## src/rtl/alu_commit_stage.sv

```systemverilog
// ALU result commit stage: 2-entry skid buffer toward the register file,
// architectural PSR with per-instruction flag masks, and branch condition evaluation.
module alu_commit_stage #(
  parameter int DATAWIDTH = 16,
  parameter int REGWIDTH  = 4,
  parameter int PSRWIDTH  = 5
) (
  input  logic                 clk,
  input  logic                 reset_n,
  input  logic                 in_valid,
  output logic                 in_ready,
  input  logic [DATAWIDTH-1:0] in_result,
  input  logic [PSRWIDTH-1:0]  in_flags,
  input  logic [PSRWIDTH-1:0]  in_flagMask,
  input  logic                 in_wrEn,
  input  logic [REGWIDTH-1:0]  in_wrAddr,
  output logic                 out_valid,
  input  logic                 out_ready,
  output logic [DATAWIDTH-1:0] out_result,
  output logic                 out_wrEn,
  output logic [REGWIDTH-1:0]  out_wrAddr,
  input  logic                 flush,
  input  logic                 psrWe,
  input  logic [PSRWIDTH-1:0]  psrWData,
  output logic [PSRWIDTH-1:0]  psr,
  input  logic [3:0]           cond,
  output logic                 condTrue
);

  localparam int PSR_C = 0;
  localparam int PSR_L = 1;
  localparam int PSR_F = 2;
  localparam int PSR_Z = 3;
  localparam int PSR_N = 4;

  typedef enum logic [1:0] {EMPTY, ONE, FULL} state_t;

  typedef struct packed {
    logic [DATAWIDTH-1:0] result;
    logic [PSRWIDTH-1:0]  flags;
    logic [PSRWIDTH-1:0]  mask;
    logic                 wrEn;
    logic [REGWIDTH-1:0]  wrAddr;
  } entry_t;

  state_t                state_q, state_d;
  logic                  in_ready_q;
  entry_t                head_q, head_d;
  entry_t                skid_q;
  entry_t                in_entry;
  logic [PSRWIDTH-1:0]   psr_q, psr_d;
  logic                  accept, commit;
  logic                  load_head_in, load_head_skid, load_skid;

  assign in_entry = '{result: in_result, flags: in_flags, mask: in_flagMask,
                      wrEn: in_wrEn, wrAddr: in_wrAddr};

  assign accept     = in_valid & in_ready_q;
  assign commit     = out_valid & out_ready;
  assign in_ready   = in_ready_q;
  assign out_valid  = (state_q != EMPTY);
  assign out_result = head_q.result;
  assign out_wrEn   = head_q.wrEn;
  assign out_wrAddr = head_q.wrAddr;
  assign psr        = psr_q;

  always_comb begin
    state_d        = state_q;
    load_head_in   = 1'b0;
    load_head_skid = 1'b0;
    load_skid      = 1'b0;
    case (state_q)
      EMPTY: if (accept) begin
        state_d      = ONE;
        load_head_in = 1'b1;
      end
      ONE: begin
        if (accept && !commit) begin
          state_d   = FULL;
          load_skid = 1'b1;
        end else if (commit && !accept) begin
          state_d = EMPTY;
        end else if (accept && commit) begin
          load_head_in = 1'b1;
        end
      end
      FULL: if (commit) begin
        state_d        = ONE;
        load_head_skid = 1'b1;
      end
      default: state_d = EMPTY;
    endcase
    // Flush discards everything uncommitted, including a same-cycle accept.
    if (flush) begin
      state_d        = EMPTY;
      load_head_in   = 1'b0;
      load_head_skid = 1'b0;
      load_skid      = 1'b0;
    end
  end

  always_comb begin
    head_d = head_q;
    if (load_head_in)        head_d = in_entry;
    else if (load_head_skid) head_d = skid_q;
  end

  // An explicit PSR write overrides both commit flags and flush.
  always_comb begin
    psr_d = psr_q;
    if (psrWe)                 psr_d = psrWData;
    else if (commit && !flush) psr_d = (psr_q & ~head_q.mask) | (head_q.flags & head_q.mask);
  end

  always_ff @(posedge clk or negedge reset_n) begin
    if (!reset_n) begin
      state_q    <= EMPTY;
      in_ready_q <= 1'b1;
      head_q     <= '0;
      psr_q      <= '0;
    end else begin
      state_q    <= state_d;
      in_ready_q <= (state_d != FULL);
      head_q     <= head_d;
      psr_q      <= psr_d;
    end
  end

  always_ff @(posedge clk) begin
    if (load_skid) skid_q <= in_entry;
  end

  always_comb begin
    condTrue = 1'b0;
    case (cond)
      4'h0: condTrue =  psr_q[PSR_Z];
      4'h1: condTrue = !psr_q[PSR_Z];
      4'h2: condTrue =  psr_q[PSR_C];
      4'h3: condTrue = !psr_q[PSR_C];
      4'h4: condTrue =  psr_q[PSR_L];
      4'h5: condTrue = !psr_q[PSR_L];
      4'h6: condTrue =  psr_q[PSR_N];
      4'h7: condTrue = !psr_q[PSR_N];
      4'h8: condTrue =  psr_q[PSR_F];
      4'h9: condTrue = !psr_q[PSR_F];
      4'hA: condTrue = !psr_q[PSR_L] && !psr_q[PSR_Z];
      4'hB: condTrue =  psr_q[PSR_L] ||  psr_q[PSR_Z];
      4'hC: condTrue = !psr_q[PSR_N] && !psr_q[PSR_Z];
      4'hD: condTrue =  psr_q[PSR_N] ||  psr_q[PSR_Z];
      4'hE: condTrue = 1'b1;
      default: condTrue = 1'b0;
    endcase
  end

endmodule

```

## config.mk

```make
export PLATFORM = sky130hd
export DESIGN_NAME = alu_commit_stage
export DESIGN_NICKNAME = d
export VERILOG_FILES = /design/src/rtl/alu_commit_stage.sv
export SDC_FILE = /design/constraint.sdc
export NUM_CORES = 1
export LEC_CHECK = 0
export CORE_UTILIZATION = 51
export DETAILED_ROUTE_END_ITERATION = 8
export GPL_ROUTABILITY_DRIVEN = 0
export PLACE_DENSITY = 0.82
export RECOVER_POWER = 25
export SLEW_MARGIN = 0
export SYNTH_ARGS = -nofsm -noshare
export SYNTH_HDL_FRONTEND = slang
export SYNTH_SLANG_ARGS = --single-unit
```

## constraint.sdc

```tcl
create_clock -name clk -period 6.1 [get_ports clk]
set_input_delay 0.61 -clock clk [delete_from_list [all_inputs] [get_ports clk]]
set_output_delay 0.61 -clock clk [all_outputs]
set_load 0.005 [all_outputs]
```

==> results of run 1 <==
worst min-delay path by stage:
| stage | startpoint | to | slack [ns] | depth (start not counted) |
|---|---|---|---|---|
| floorplan | reset_n | asynchronous set/reset pin | 0.31 | 0 |
| global placement | skid_q[4]$_DFFE_PP_ | out_wrEn$_DFFE_PN0P_ | 0.54 | 2 |
| detailed placement | head_q[13]$_DFFE_PN0P_ | register | 0.55 | 2 |
| global route | skid_q[4]$_DFFE_PP_ | out_wrEn$_DFFE_PN0P_ | 0.59 | 2 |
| finish | skid_q[4]$_DFFE_PP_ | out_wrEn$_DFFE_PN0P_ | 0.56 | 2 |
| CTS | reset_n | head_q[14]$_DFFE_PN0P_ | 0.43 | 1 |
power by group through the flow:
stage | registers [uW] | logic (uW) | clock network [uW]
finish | 572 | 229 | 370
floorplan | 571 | 154 | 0
global placement | 579 | 229 | 0
global route | 578 | 248 | 408
detailed placement | 581 | 235 | 0
CTS | 572 | 236 | 382
per-layer routing:
| metal | routed length (um) | vias up | GRT usage [%] |
|---|---|---|---|
| met1 | 2600 | 998 | 24.3 |
| met5 | 0 | - | 0 |
| met4 | 91 | 0 | 8.46 |
| met3 | 252 | 9 | 3.74 |
| met2 | 3090 | 47 | 30.9 |
| li1 | - | 983 | - |
per-stage QoR:
step	instance area, um^2	total power (uW)	cells	worst slack [ns]
6_report	4220	1170	389	2.90
5_1_grt	4220	1230	389	2.86
4_1_cts	4220	1190	389	2.93
3_5_place_dp	4020	816	373	2.92
3_3_place_gp	4020	808	373	2.96
2_1_floorplan	3440	725	254	1.55
state kept, by name, indices dropped and copies added (netlist names), named ones only:
register and flops:
head_q 10, out_wrEn 1, state_q 2, out_wrAddr 4, in_ready 1, out_result 16
skid_q 31
logic make-up (layout without fill, tap and decap cells):
logic type / after synthesis / count (layout) / synth area share, %
flops: 70 / 70 / 55.4
simple gates: 61 / 61 / 13.3
compound gates: 46 / 46 / 10.8
mux: 39 / 39 / 11.4
buf+inv: 35 / 93 / 8.32
xor+xnor: 3 / 3 / 0.763
critical path, stage by stage:
cell	delay [ns]
clkdlybuf4s50_1	0.58
xor2_1	0.23
a211oi_1	0.27
a211oi_1	0.07
or3_1	0.38
clkdlybuf4s50_1	0.46
cells in the final DEF (no fill, tap or decap), types with 2 or more instances in the layout:
cell type,count
a211oi_1,2
nor2_1,5
nor2_4,20
clkbuf_8,11
nor2_2,9
clkbuf_1,3
nand2b_1,2
a21oi_2,31
dlygate4sd3_1,31
clkdlybuf4s50_1,42
o21ai_1,5
nand3_1,5
xor2_1,2
mux2i_1,38
or3_1,2
edfxtp_1,31
nand2_1,8
dfrtp_1,38
buf_4,2
cell type report:
cell class	instances	area, um^2
Inverter	1	3.75
Clock inverter	3	42.5
Sequential cell	70	1910
Tap cell	77	96.3
Timing Repair Buffer	76	749
Fill cell	492	2200
Multi-Input combinational cell	149	1260
Clock buffer	13	159
==> results.toml, run 1 <==
[outcome]
status = "complete, but fails checks"
violations = "design-rule violations, max-capacitance violations, max-slew violations"

[grt]
grtUsageTotal_pct = 18.8
grt.overflow.total = 0
antenna_found_initial = 0
grt_max_degree = 40
grt_pass1_wl_mm = 10.1
grt_pass1_vias = 2084

[clocking]
cts_resized = 0
cts_made_buffers = 9
htreeDepth = 3
hold_buffers = 0
clk_path_buf_depth = 2
clk_pin_slew_ns = 0.07
post-cts-setup-buffers = 0
clock_latency_ns = 0.33
cts.sinks = 70
cts_tree = "built"
clock-root-buffer = "clkbuf_8"

[synthesis]
syn-num-nets = 300
synth_top_cell_by_area = "dfrtp_1"
async_flop_share_pct = 55.7
synth_cell_types = 42
synth_edf_count = 31
synth_top_area_share_pct = 27.6
synth.area.top_cells = "dfrtp_1 (28%), edfxtp_1 (27%), mux2i_1 (11%)"
seq_area_frac_synth_pct = 55.4
synth_area_mm2 = 0.00344
netlist_top_cells_count = "dfrtp_1 (38), mux2i_1 (38), a21oi_2 (31), edfxtp_1 (31), buf_4 (23)"
synth-seq-cells = 70
ys.flop_type = "dfrtp_1"
syn-instance-count = 254
yosysWarningCount = 0
avgSynthCellArea_um2 = 13.6

[route]
wl_mm = 6.03
drcViolationCount = 9
via_count = 2037
avgViaCountPerCell = 5.24
initialDrtViolationCount = 88
routedWlPerCell_um = 15.5
drt_first_pass_iters = 6
ant_nets = 0

[pwr]
p_per_area_mw_per_mm2 = 278
p_comb_share_pct = 19.6
power.internal_uw = 883
seq_power_share_pct = 48.9
p_switching_uw = 288
switching_share_pct = 24.6
pwr-share-clk_pct = 31.6
vdd_drop_max_mv = 0.173
leakage_uw = 0.00149

[sta]
max_slew_margin_pct = -43.3
setup_tns_ns = 0
rsz0062_at_grt = "no"
period_needed_ns = 3.20
fin_crit_sh_pct = 52.5
report.final.slew_viol_count = 40
hold_violations = 0
finalSetupViolations = 0
clock_skew_ns = 0.00571
whs_ns = 0.562
fmax_mhz = 312
tightest_slew_ns = 2.15

[setup_path]
worstPathRequired_ns = 5.49
critPathCapture = "condTrue"
reg2reg_from = "in_ready$_DFF_PN1_"
end_kind = "output pin"
r2r_slack_ns = 3.85
crit_arrival_ns = 2.59
reg2reg_depth = 5
rr_endpoint = "out_result[5]$_DFFE_PN0P_"
path_class = "in2out"
cp-start-kind = "input pin"
cp-startpoint = "cond[0]"
cp_max_fo = 9

[floorplanning]
dieArea_mm2 = 0.00708
initial_utilization_pct = 53.6
core_area_mm2 = 0.00642
die_h_um = 84.2
rows = 29
io_pins = 75
die_width_um = 84.2

[run]
cap_violations = 1

[layout]
utilization_pct = 65.7
diodes = 0
drive_above_1_share_pct = 26.3
nNetsFinal = 353
syn_to_final_growth_pct = 22.5

[place]
portBuffers = 74
dp.final_hpwl_mm = 4.00

[worst_hold_path]
hp-class = "reg2reg"
Power figures use the tool's default switching activity.
==> run 2: changes to the inputs <==
Clock period 6.1 ns to 3.25 ns, I/O delays scaled along.
==> results.toml, run 2 (synthesis gave the netlist of run 1 again) <==
[setup_path]
worstPathRequired_ns = 2.92
crit_slowest_cell = "clkdlybuf4s50_1"
path_cells = "clkdlybuf4s50_1 > xor2_1 > a211oi_1 > a211oi_1 > or3_1 > clkdlybuf4s50_1"
cp_max_fo = 9
cp-start-kind = "input pin"
critical_path.max_stage_delay_ns = 0.57
path_buf_inv = 2
end_kind = "output pin"
crit_arrival_ns = 2.28
path_class = "in2out"
crit_cells = 6
cp_top_family = "buffers and inverters"
r2r_slack_ns = 1.14
reg2reg_depth = 5

[sta]
fmax_mhz = 385
tightest_slew_ns = 2.19
fin_crit_sh_pct = 80.0
max_slew_margin_pct = -45.8
hold_violations = 0
period_needed_ns = 2.60
report.final.slew_viol_count = 40
finalSetupViolations = 0
clock_skew_ns = 0.00657
setup_tns_ns = 0
rsz0062_at_grt = "no"

[clocking]
cts_resized = 0
clock_latency_ns = 0.34
cts_made_buffers = 9
htreeDepth = 3
post-cts-setup-buffers = 0
cts_tree = "built"
clock-root-buffer = "clkbuf_8"
cts.sinks = 70
hold_buffers = 0
clk_pin_slew_ns = 0.07
clk_path_buf_depth = 2

[pwr]
leakage_uw = 0.00151
p_comb_share_pct = 18.4
p_per_area_mw_per_mm2 = 547
power.internal_uw = 1780
pwr-share-clk_pct = 36.0
p_switching_uw = 566
switching_share_pct = 24.2
seq_power_share_pct = 45.7
vdd_drop_max_mv = 0.371

[floorplanning]
dieArea_mm2 = 0.00708
io_pins = 75
initial_utilization_pct = 53.6
core_area_mm2 = 0.00642
die_width_um = 84.2
die_h_um = 84.2
rows = 29

[outcome]
status = "complete, but fails checks"
violations = "design-rule violations, max-capacitance violations, max-slew violations"

[layout]
instances_no_fill = 390
nNetsFinal = 354
largest_reg_flops = 31
finalInstanceArea_mm2 = 0.00428
final_cell_mix = "clkdlybuf4s50_1 (42), mux2i_1 (38), dfrtp_1 (38)"
diodes = 0
drive_above_1_share_pct = 27.2
top_register = "skid_q"
syn_to_final_growth_pct = 24.3
layout_commonest_cell = "clkdlybuf4s50_1"

[worst_hold_path]
hold_depth = 3
hp-class = "in2reg"

[place]
place_area_mm2 = 0.00403
dp.final_hpwl_mm = 3.87
portBuffers = 74
dp.cells = 374

[grt]
grt_max_degree = 63
grt.overflow.total = 0
grt_pass1_vias = 2078
grtUsageTotal_pct = 18.3
antenna_found_initial = 0
grt_pass1_wl_mm = 9.96

[route]
initialDrtViolationCount = 83
avgViaCountPerCell = 5.21
wl_mm = 5.88
via_count = 2031
ant_nets = 0
drcViolationCount = 10
routedWlPerCell_um = 15.1
drt_first_pass_iters = 6

[run]
cap_violations = 1
[run 2: cell types whose count changed in the layout (fill, tap and decap cells not counted), moves of 2 or more]
| cell | delta |
|---|---|
| bufinv_16 | +2 |
| clkbuf_1 | -2 |
| clkinv_4 | +2 |
| clkbuf_8 | -2 |
[run 2: worst paths after layout]
check / start / endpoint
min: psrWData[4] / register
min in group asynchronous: reset_n / head_q[13]$_DFFE_PN0P_
max in group asynchronous: reset_n / out_result[6]$_DFFE_PN0P_
max: cond[0] / condTrue
min reg2reg: skid_q[19]$_DFFE_PP_ / out_result[4]$_DFFE_PN0P_
max reg2reg: in_ready$_DFF_PN1_ / out_result[10]$_DFFE_PN0P_
[run 2: metrics by stage]
step	utilization (%)	total power, uW	setup WS [ns]	hold slack, ns
floorplan	-	1360	0.411	0.0294
global placement	62.8	1520	0.686	0.525
detailed placement	62.8	1530	0.672	0.514
CTS	66.6	2380	0.654	0.144
global route	66.6	2450	0.593	0.552
finish	66.6	2340	0.650	0.538
[run 2: per-layer routing]
metal / part of all wire, % / GRT usage, % / wire (um) / vias up
li1: - / - / - / 990
met1: 44 / 23.4 / 2610 / 987
met2: 50 / 30.0 / 2930 / 45
met3: 4.2 / 3.93 / 249 / 9
met4: 1.6 / 8.46 / 93 / 0
met5: 0 / 0 / 0 / -
[run 2: layout make-up]
type	instances	area, um^2
multi-input combinational	149	1270
inverter	1	3.75
timing repair buffer	77	757
fill	504	2140
clock inverter	7	123
clock buffer	9	124
tap	77	96.3
sequential	70	1910
[run 2: power by group through the flow]
stage / logic (uW) / clock network, uW / registers [uW]
floorplan: 290 / 0 / 1070
global placement: 432 / 0 / 1090
detailed placement: 442 / 0 / 1090
CTS: 443 / 861 / 1070
global route: 469 / 894 / 1080
finish: 430 / 842 / 1070
[run 2: worst min-delay path, delay by kind of cell]
kind	cells	cell delay, ns
and+or+nand+nor	1	0.06
buffers and inverters	1	0.40
AOI/OAI and AO/OA	1	0.05
==> run 3: changes to the inputs <==
Settings changed: CORE_UTILIZATION 51 to 46, PLACE_DENSITY 0.82 to 0.78.
Clock period 3.25 ns to 2.3 ns, I/O delays scaled along.
==> results.toml, run 3 (synthesis gave the netlist of run 1 again) <==
[floorplanning]
initial_utilization_pct = 47.5
die_width_um = 88.5
core_area_mm2 = 0.00725
rows = 31
die_h_um = 88.5
dieArea_mm2 = 0.00783
io_pins = 75

[layout]
layout_commonest_cell = "clkdlybuf4s50_1"
drive_above_1_share_pct = 27.7
filler_cell_count = 620
utilization_pct = 59.7
finalInstanceArea_mm2 = 0.00433
seq_area_mm2 = 0.00191
multi_input_area_mm2 = 0.00127
nNetsFinal = 359
syn_to_final_growth_pct = 25.8
largest_reg_flops = 31
final_cell_mix = "clkdlybuf4s50_1 (39), mux2i_1 (38), dfrtp_1 (37)"
top_register = "skid_q"
diodes = 0

[grt]
grtUsageTotal_pct = 16.6
grt.overflow.total = 0
grt_pass1_vias = 2025
antenna_found_initial = 0
grt_pass1_wl_mm = 9.55
grt_max_degree = 63

[pwr]
p_per_area_mw_per_mm2 = 695
leakage_uw = 0.00154
fin_total_pwr_uw = 3010
vdd_drop_max_mv = 0.308

[place]
place_area_mm2 = 0.00414
portBuffers = 74
dp.final_hpwl_mm = 4.13

[setup_path]
path_class = "reg2out"
cp_top_family = "flip-flops"
reg2reg_depth = 5
crit_arrival_ns = 1.72
end_kind = "output pin"
path_common_cell = "a211oi_1"
cp_max_fo = 3
crit_cells = 5
worstPathRequired_ns = 2.07
reg2reg_from = "in_ready$_DFF_PN1_"
cp-start-kind = "register"
critPathCapture = "condTrue"
crit_slowest_cell = "dfrtp_1"
rr_endpoint = "out_result[10]$_DFFE_PN0P_"
path_buf_inv = 1
path_cells = "xor2_1 > a211oi_1 > a211oi_1 > or3_1 > dlymetal6s2s_1"
critical_path.max_stage_delay_ns = 0.41
r2r_slack_ns = 0.48

[sta]
rsz0062_at_grt = "no"
period_needed_ns = 1.95
clock_skew_ns = 0.00713
max_slew_margin_pct = 11.9
tightest_slew_ns = 1.32
whs_ns = 0.444
fmax_mhz = 514
finalSetupViolations = 0
report.final.slew_viol_count = 0
fin_crit_sh_pct = 84.6
hold_violations = 0

[route]
routedWlPerCell_um = 14.7
wl_mm = 6.14
initialDrtViolationCount = 72
ant_nets = 0
via_count = 2053
avgViaCountPerCell = 4.92
drcViolationCount = 0
drt_first_pass_iters = 4

[clocking]
post-cts-setup-buffers = 0
clock-root-buffer = "clkbuf_8"
htreeDepth = 3
cts.sinks = 70
clock_latency_ns = 0.34
cts_made_buffers = 9
clk_path_buf_depth = 2
clk_pin_slew_ns = 0.07
cts_tree = "built"

[run]
cap_violations = 0

[outcome]
status = "finished clean"

[worst_hold_path]
hold_depth = 3
hp-class = "in2reg"
[run 3: cell count changes in the layout (fill, tap and decap cells not counted), sizes merged]
cell	before	now
bufinv	3	0
dlymetal6s2s	0	2
dlygate4sd2	0	1
clkinvlp	2	1
clkdlybuf4s50	42	39
clkinv	2	3
dlygate4sd3	31	32
buf	3	7
clkbuf	10	13
[run 3: through the flow]
step                      setup TNS (ns)  worst slack, ns  instances
after global routing                   0            0.252        417
after detailed placement         -0.0294          -0.0294        400
final                                  0            0.354        417
after CTS                              0           0.0229        417
after global placement           -0.0131          -0.0131        400
after floorplan                        0            0.173        254
[run 3: worst min-delay path by stage]
stage	startpoint	endpoint	slack, ns
5_1_grt	psrWData[3]	register	0.45
4_1_cts	reset_n	out_wrAddr[2]$_DFFE_PN0P_	0.41
6_report	psrWData[3]	register	0.44
3_3_place_gp	reset_n	state_q[1]$_DFF_PN0_	0.25
3_5_place_dp	reset_n	state_q[1]$_DFF_PN0_	0.25
2_1_floorplan	reset_n	asynchronous set/reset pin	-0.07
[run 3: timing repair]
action,in CTS,in global routing
pin swaps,0,2
endpoints found under the hold margin,19,0
setup endpoints to repair,1,1
hold buffers,1,0
gates resized for setup,1,3
[run 3: metal layers]
metal | vias up | track usage [%] | wire, um
met5 | - | 0 | 0
met4 | 0 | 8.80 | 128
met3 | 11 | 4.01 | 229
met2 | 45 | 25.7 | 2970
met1 | 1001 | 21.8 | 2810
li1 | 996 | - | -
[run 3: power breakdown]
group / switching (uW) / total (uW) / internal [uW]
logic: 261 / 618 / 358
registers: 76.1 / 1510 / 1430
clock network: 438 / 881 / 443
[run 3: final cells by class]
type,instances,area share (%)
sequential,70,44.1
multi-input combinational,149,29.3
timing repair buffer,82,19.6
clock buffer,12,3.58
tap,99,2.86
clock inverter,4,0.491
inverter,1,0.0867
[run 3: worst reg2reg max path, stage by stage (launching register included)]
cell     delay, ns
dfstp_2       0.55
nand2_2       0.10
or4_4         0.51
buf_12        0.26
nor2_1        0.24
a21oi_2       0.04
